<file path="src/rtl/top_out_monitor.sv">
// Output-bus capture monitor: waits for the core's passed flag, folds NUM_SAMPLES
// cycles of the top-level buses into a 64-bit MISR and compares it to EXPECT_SIG.
module top_out_monitor #(
    parameter int          NUM_SAMPLES = 16,
    parameter int          TIMEOUT     = 1023,
    parameter logic [63:0] EXPECT_SIG  = 64'h0
) (
    input  logic        clk,
    input  logic        reset,
    input  logic        start,
    input  logic        passed,
    input  logic [1:0]  out_small,
    input  logic [39:0] out_quad,
    input  logic [69:0] out_wide,
    output logic        busy,
    output logic        done,
    output logic        match,
    output logic        timeout,
    output logic [63:0] signature,
    output logic [15:0] sample_count
);

    localparam logic [2:0] S_IDLE   = 3'd0;
    localparam logic [2:0] S_WAIT   = 3'd1;
    localparam logic [2:0] S_SAMPLE = 3'd2;
    localparam logic [2:0] S_CHECK  = 3'd3;
    localparam logic [2:0] S_DONE   = 3'd4;

    localparam logic [15:0] LP_LAST_SAMPLE = 16'(NUM_SAMPLES - 1);
    localparam logic [15:0] LP_LAST_WAIT   = 16'(TIMEOUT - 1);

    logic [2:0]   r_state;
    logic [15:0]  r_wait_cnt;
    logic [15:0]  r_count;
    logic [63:0]  r_sig;
    logic         r_match;
    logic         r_timeout;

    logic [127:0] w_data;
    logic [63:0]  w_fold;
    logic         w_fb;
    logic [63:0]  w_sig_next;

    // 112-bit sample word zero-extended, then folded to the 64-bit MISR width
    assign w_data     = {16'h0, out_small, out_wide, out_quad};
    assign w_fold     = w_data[127:64] ^ w_data[63:0];
    assign w_fb       = r_sig[63] ^ r_sig[62] ^ r_sig[60] ^ r_sig[59];
    assign w_sig_next = {r_sig[62:0], w_fb} ^ w_fold;

    always_ff @(posedge clk or posedge reset) begin
        if (reset) begin
            r_state    <= S_IDLE;
            r_wait_cnt <= '0;
            r_count    <= '0;
            r_sig      <= '0;
            r_match    <= 1'b0;
            r_timeout  <= 1'b0;
        end else begin
            case (r_state)
                S_IDLE, S_DONE: begin
                    if (start) begin
                        r_state    <= S_WAIT;
                        r_wait_cnt <= '0;
                        r_count    <= '0;
                        r_sig      <= '0;
                        r_match    <= 1'b0;
                        r_timeout  <= 1'b0;
                    end
                end
                S_WAIT: begin
                    // passed on the final wait cycle still wins over the timeout
                    if (passed) begin
                        r_state <= S_SAMPLE;
                    end else if (r_wait_cnt == LP_LAST_WAIT) begin
                        r_state   <= S_DONE;
                        r_timeout <= 1'b1;
                        r_match   <= 1'b0;
                    end else begin
                        r_wait_cnt <= r_wait_cnt + 16'd1;
                    end
                end
                S_SAMPLE: begin
                    r_sig   <= w_sig_next;
                    r_count <= r_count + 16'd1;
                    if (r_count == LP_LAST_SAMPLE) begin
                        r_state <= S_CHECK;
                    end
                end
                S_CHECK: begin
                    r_match <= (r_sig == EXPECT_SIG);
                    r_state <= S_DONE;
                end
                default: r_state <= S_IDLE;
            endcase
        end
    end

    assign busy         = (r_state == S_WAIT) || (r_state == S_SAMPLE) || (r_state == S_CHECK);
    assign done         = (r_state == S_DONE);
    assign match        = r_match;
    assign timeout      = r_timeout;
    assign signature    = r_sig;
    assign sample_count = r_count;

endmodule

</file>
<file path="config.mk">
export PLATFORM = sky130hd
export DESIGN_NAME = top_out_monitor
export DESIGN_NICKNAME = d
export VERILOG_FILES = /design/src/rtl/top_out_monitor.sv
export SDC_FILE = /design/constraint.sdc
export NUM_CORES = 1
export LEC_CHECK = 0
export CAP_MARGIN = 20
export CORE_MARGIN = 1.5
export CORE_UTILIZATION = 45
export CTS_CLUSTER_DIAMETER = 100
export CTS_CLUSTER_SIZE = 30
export DETAILED_ROUTE_END_ITERATION = 10
export PLACE_DENSITY = 0.81
export SLEW_MARGIN = 10
export SYNTH_ARGS = -nofsm -noshare
export SYNTH_HDL_FRONTEND = slang
export SYNTH_SLANG_ARGS = --single-unit
</file>
<file path="constraint.sdc">
create_clock -name clk -period 3.5 [get_ports clk]
set_input_delay 0.525 -clock clk [delete_from_list [all_inputs] [get_ports clk]]
set_output_delay 0.525 -clock clk [all_outputs]
set_load 0.02 [all_outputs]
</file>
==> flow_summary.toml <==
[status]
outcome = "completed"

[detailed_routing]
viasPerCell = 5.50
drt_pass1_iterations = 5
wl_per_cell_um = 16.5
drt_wl_total_um = 15000
drc = 0
via_count = 4995
drt-initial-drc-count = 372
drtAntennaViolNets = 0

[critical_path]
reg2reg_depth = 6
worstSetupStartpointType = "flip-flop"
r2r_start = "r_wait_cnt[0]$_DFFE_PP0P_"
crit_fanout = 14
worstSetupEndpointType = "primary output"
critPathKind = "flip-flop to primary output"
worstPathArrival_ps = 1890
r2r_end = "r_wait_cnt[2]$_DFFE_PP0P_"
cp_cell_sequence = "nor2_1, nand2_1, inv_1, clkdlybuf4s50_1"
critical-path-slowest-cell = "clkdlybuf4s50_1"
cp.required_ps = 2970
critPathMaxStageDelay_ps = 590
r2r_slack_ps = 1150

[synthesis]
synth_compound_area_share_pct = 13.1
syn-instance-count = 564
yosysWarningCount = 0
postSynth.asyncResetShare_pct = 100
synth_top_family_by_area = "XOR/XNOR gates"
ys_types = 49
synth_area_leaders = "dfrtp_1 (46%), xnor2_1 (11%), xor2_1 (7.8%)"
yosysTopAreaCell = "dfrtp_1"
synth_fa_ha_area_share_pct = 0.912
synth-edff-count = 0
synth_xor_area_share_pct = 18.5
synth.cell_area_um2 = 5490
ys_ff_latch = 101
synth_nets = 684
ys.flop_type = "dfrtp_1"
syn_area_per_cell_um2 = 9.73
synth.top_cell.area_share_pct = 46.0
yosys.area_share.simple_pct = 17.8
synthMuxAreaShare_pct = 1.12
ys_seq_area_share_pct = 46.0

[hold_path]
holdPathStages = 1
min_from = "r_wait_cnt[15]$_DFFE_PP0P_"
hold_class = "flip-flop to flip-flop"
worstHoldEndpoint = "r_wait_cnt[15]$_DFFE_PP0P_"

[global_route]
grt_use_total_pct = 23.7
grt_max_degree = 72
overflow = 0
grt_pass1_vias = 4838
grt_pass1_wl_um = 24200
antenna_found_initial = 0

[place]
place_ws_ps = 875
gp_congestion = 0.856
io_buffers = 199
dpl.hpwl_um = 11400

[clock_tree]
cts_setup_buffers = 0
cts_buffers = 9
cts.sinks = 101
htreeDepth = 3
path_clk_slew_ps = 70
tritoncts = "built"
cts_resized = 0
cts-hold-fix-buffers = 0
cts_buffer_depth = 2
cts.root.buffer_cell = "clkbuf_16"
clock_latency_ps = 350

[sta]
hold_viol_final = 0
fin_crit_ps = 2420
fin_skew_ps = 7.50
finalSetupViolCount = 0
rsz0062_at_grt = "no"
maxSlewViolCount = 0
tns_ps = 0
finalWorstSetupSlack_ps = 1080
max_slew_margin_pct = 44.8
fin_crit_sh_pct = 69.0
worstMarginPinSlew_ps = 827
fmax_mhz = 414

[layout]
layout-drive-gt1-share_pct = 4.59
final_cell_mix = "clkdlybuf4s50_1 (199), dfrtp_1 (101), nand2_1 (83), o21ai_0 (78), xnor2_1 (67)"
syn_to_final_growth_pct = 44.9
diodes = 0
nets = 877
fillers = 942
layout_commonest_cell = "clkdlybuf4s50_1"

[power_and_ir_drop]
worst_ir_drop_vdd_mv = 0.306
cellPowerDensity_nw_per_um2 = 666
leakage_nw = 3.35

[job]
maxCapViolCount = 0

[die]
fp.dieArea_um2 = 12900
rows = 40
io_pins = 200
core_um2 = 12000
die_h_um = 113
die_width_um = 113
start_util_pct = 45.9
==> area by class of cell <==
class                   instances  area (µm²)  share of cell area [%]
repair buffers                205        2060                    25.9
well taps                     147         184                    2.31
clock buffers                  10         239                    3.00
flip-flops and latches        101        2530                    31.8
multi-input cells             432        2830                    35.6
clock inverters                 6        76.3                   0.959
inverters                       8        32.5                   0.409
==> sequential cells by signal, summed over array words and instances (netlist names) <==
signal and cells:
sample_count 16, r_state 3, signature 64, match 1
r_wait_cnt 16, timeout 1
==> critical path, delay by kind of cell (launching register included) <==
kind,cells,cell delay (ps)
buffers and inverters,2,660
flip-flops,1,540
AND/OR/NAND/NOR,2,350
==> worst max-delay path by stage <==
stage                                        endpoint                   start
after floorplan                     match$_DFFE_PP0P_                   reset
after global placement    sample_count[6]$_DFFE_PP0P_                   start
after detailed placement  sample_count[5]$_DFFE_PP0P_                   start
after CTS                                        done  r_state[1]$_DFFE_PP0P_
after global routing                             done  r_state[1]$_DFFE_PP0P_
final                                            done  r_state[1]$_DFFE_PP0P_
==> layer usage <==
layer,part of all wire (%),GRT usage [%],wire (µm),vias to the layer above
met2,51,40.5,7590,201
met5,0,0,0,-
li1,-,-,-,2367
met4,2.4,7.08,354,0
met1,40,30.0,6040,2401
met3,6.7,5.74,999,26
==> where the power goes <==
| group | internal [mW] | switching [mW] |
|---|---|---|
| logic | 1.13 | 1.25 |
| registers | 1.46 | 0.423 |
| clock network | 0.586 | 0.454 |
==> cell families after synthesis <==
family,after synthesis
AND/OR/NAND/NOR,188
multiplexers,6
flip-flops,101
AO/OA/AOI/OAI,118
buffers and inverters,31
adder cells (fa/ha/maj),4
XOR/XNOR,116
==> stage by stage <==
stage,instance area (µm²),hold slack [ps],total power [mW],instances,utilization [%]
floorplan,5490,450,3.22,564,-
global placement,7620,473,4.21,892,63.7
detailed placement,7640,477,4.29,893,63.9
CTS,7960,485,5.33,909,66.5
global route,7960,514,5.63,909,66.5
finish,7960,485,5.30,909,66.5
==> cells in the mapped netlist, drive strengths merged (6+ instances only) <==
cell type	n
dfrtp	101
nor4	21
inv	8
o211ai	7
nor2	13
nand3	14
nand2	83
xnor2	67
clkbuf	21
xor2	49
and3	11
nand4	12
nor3	9
o21ai	78
a211o	6
and4	7
Note: power is estimated with default switching activity, not from simulation.
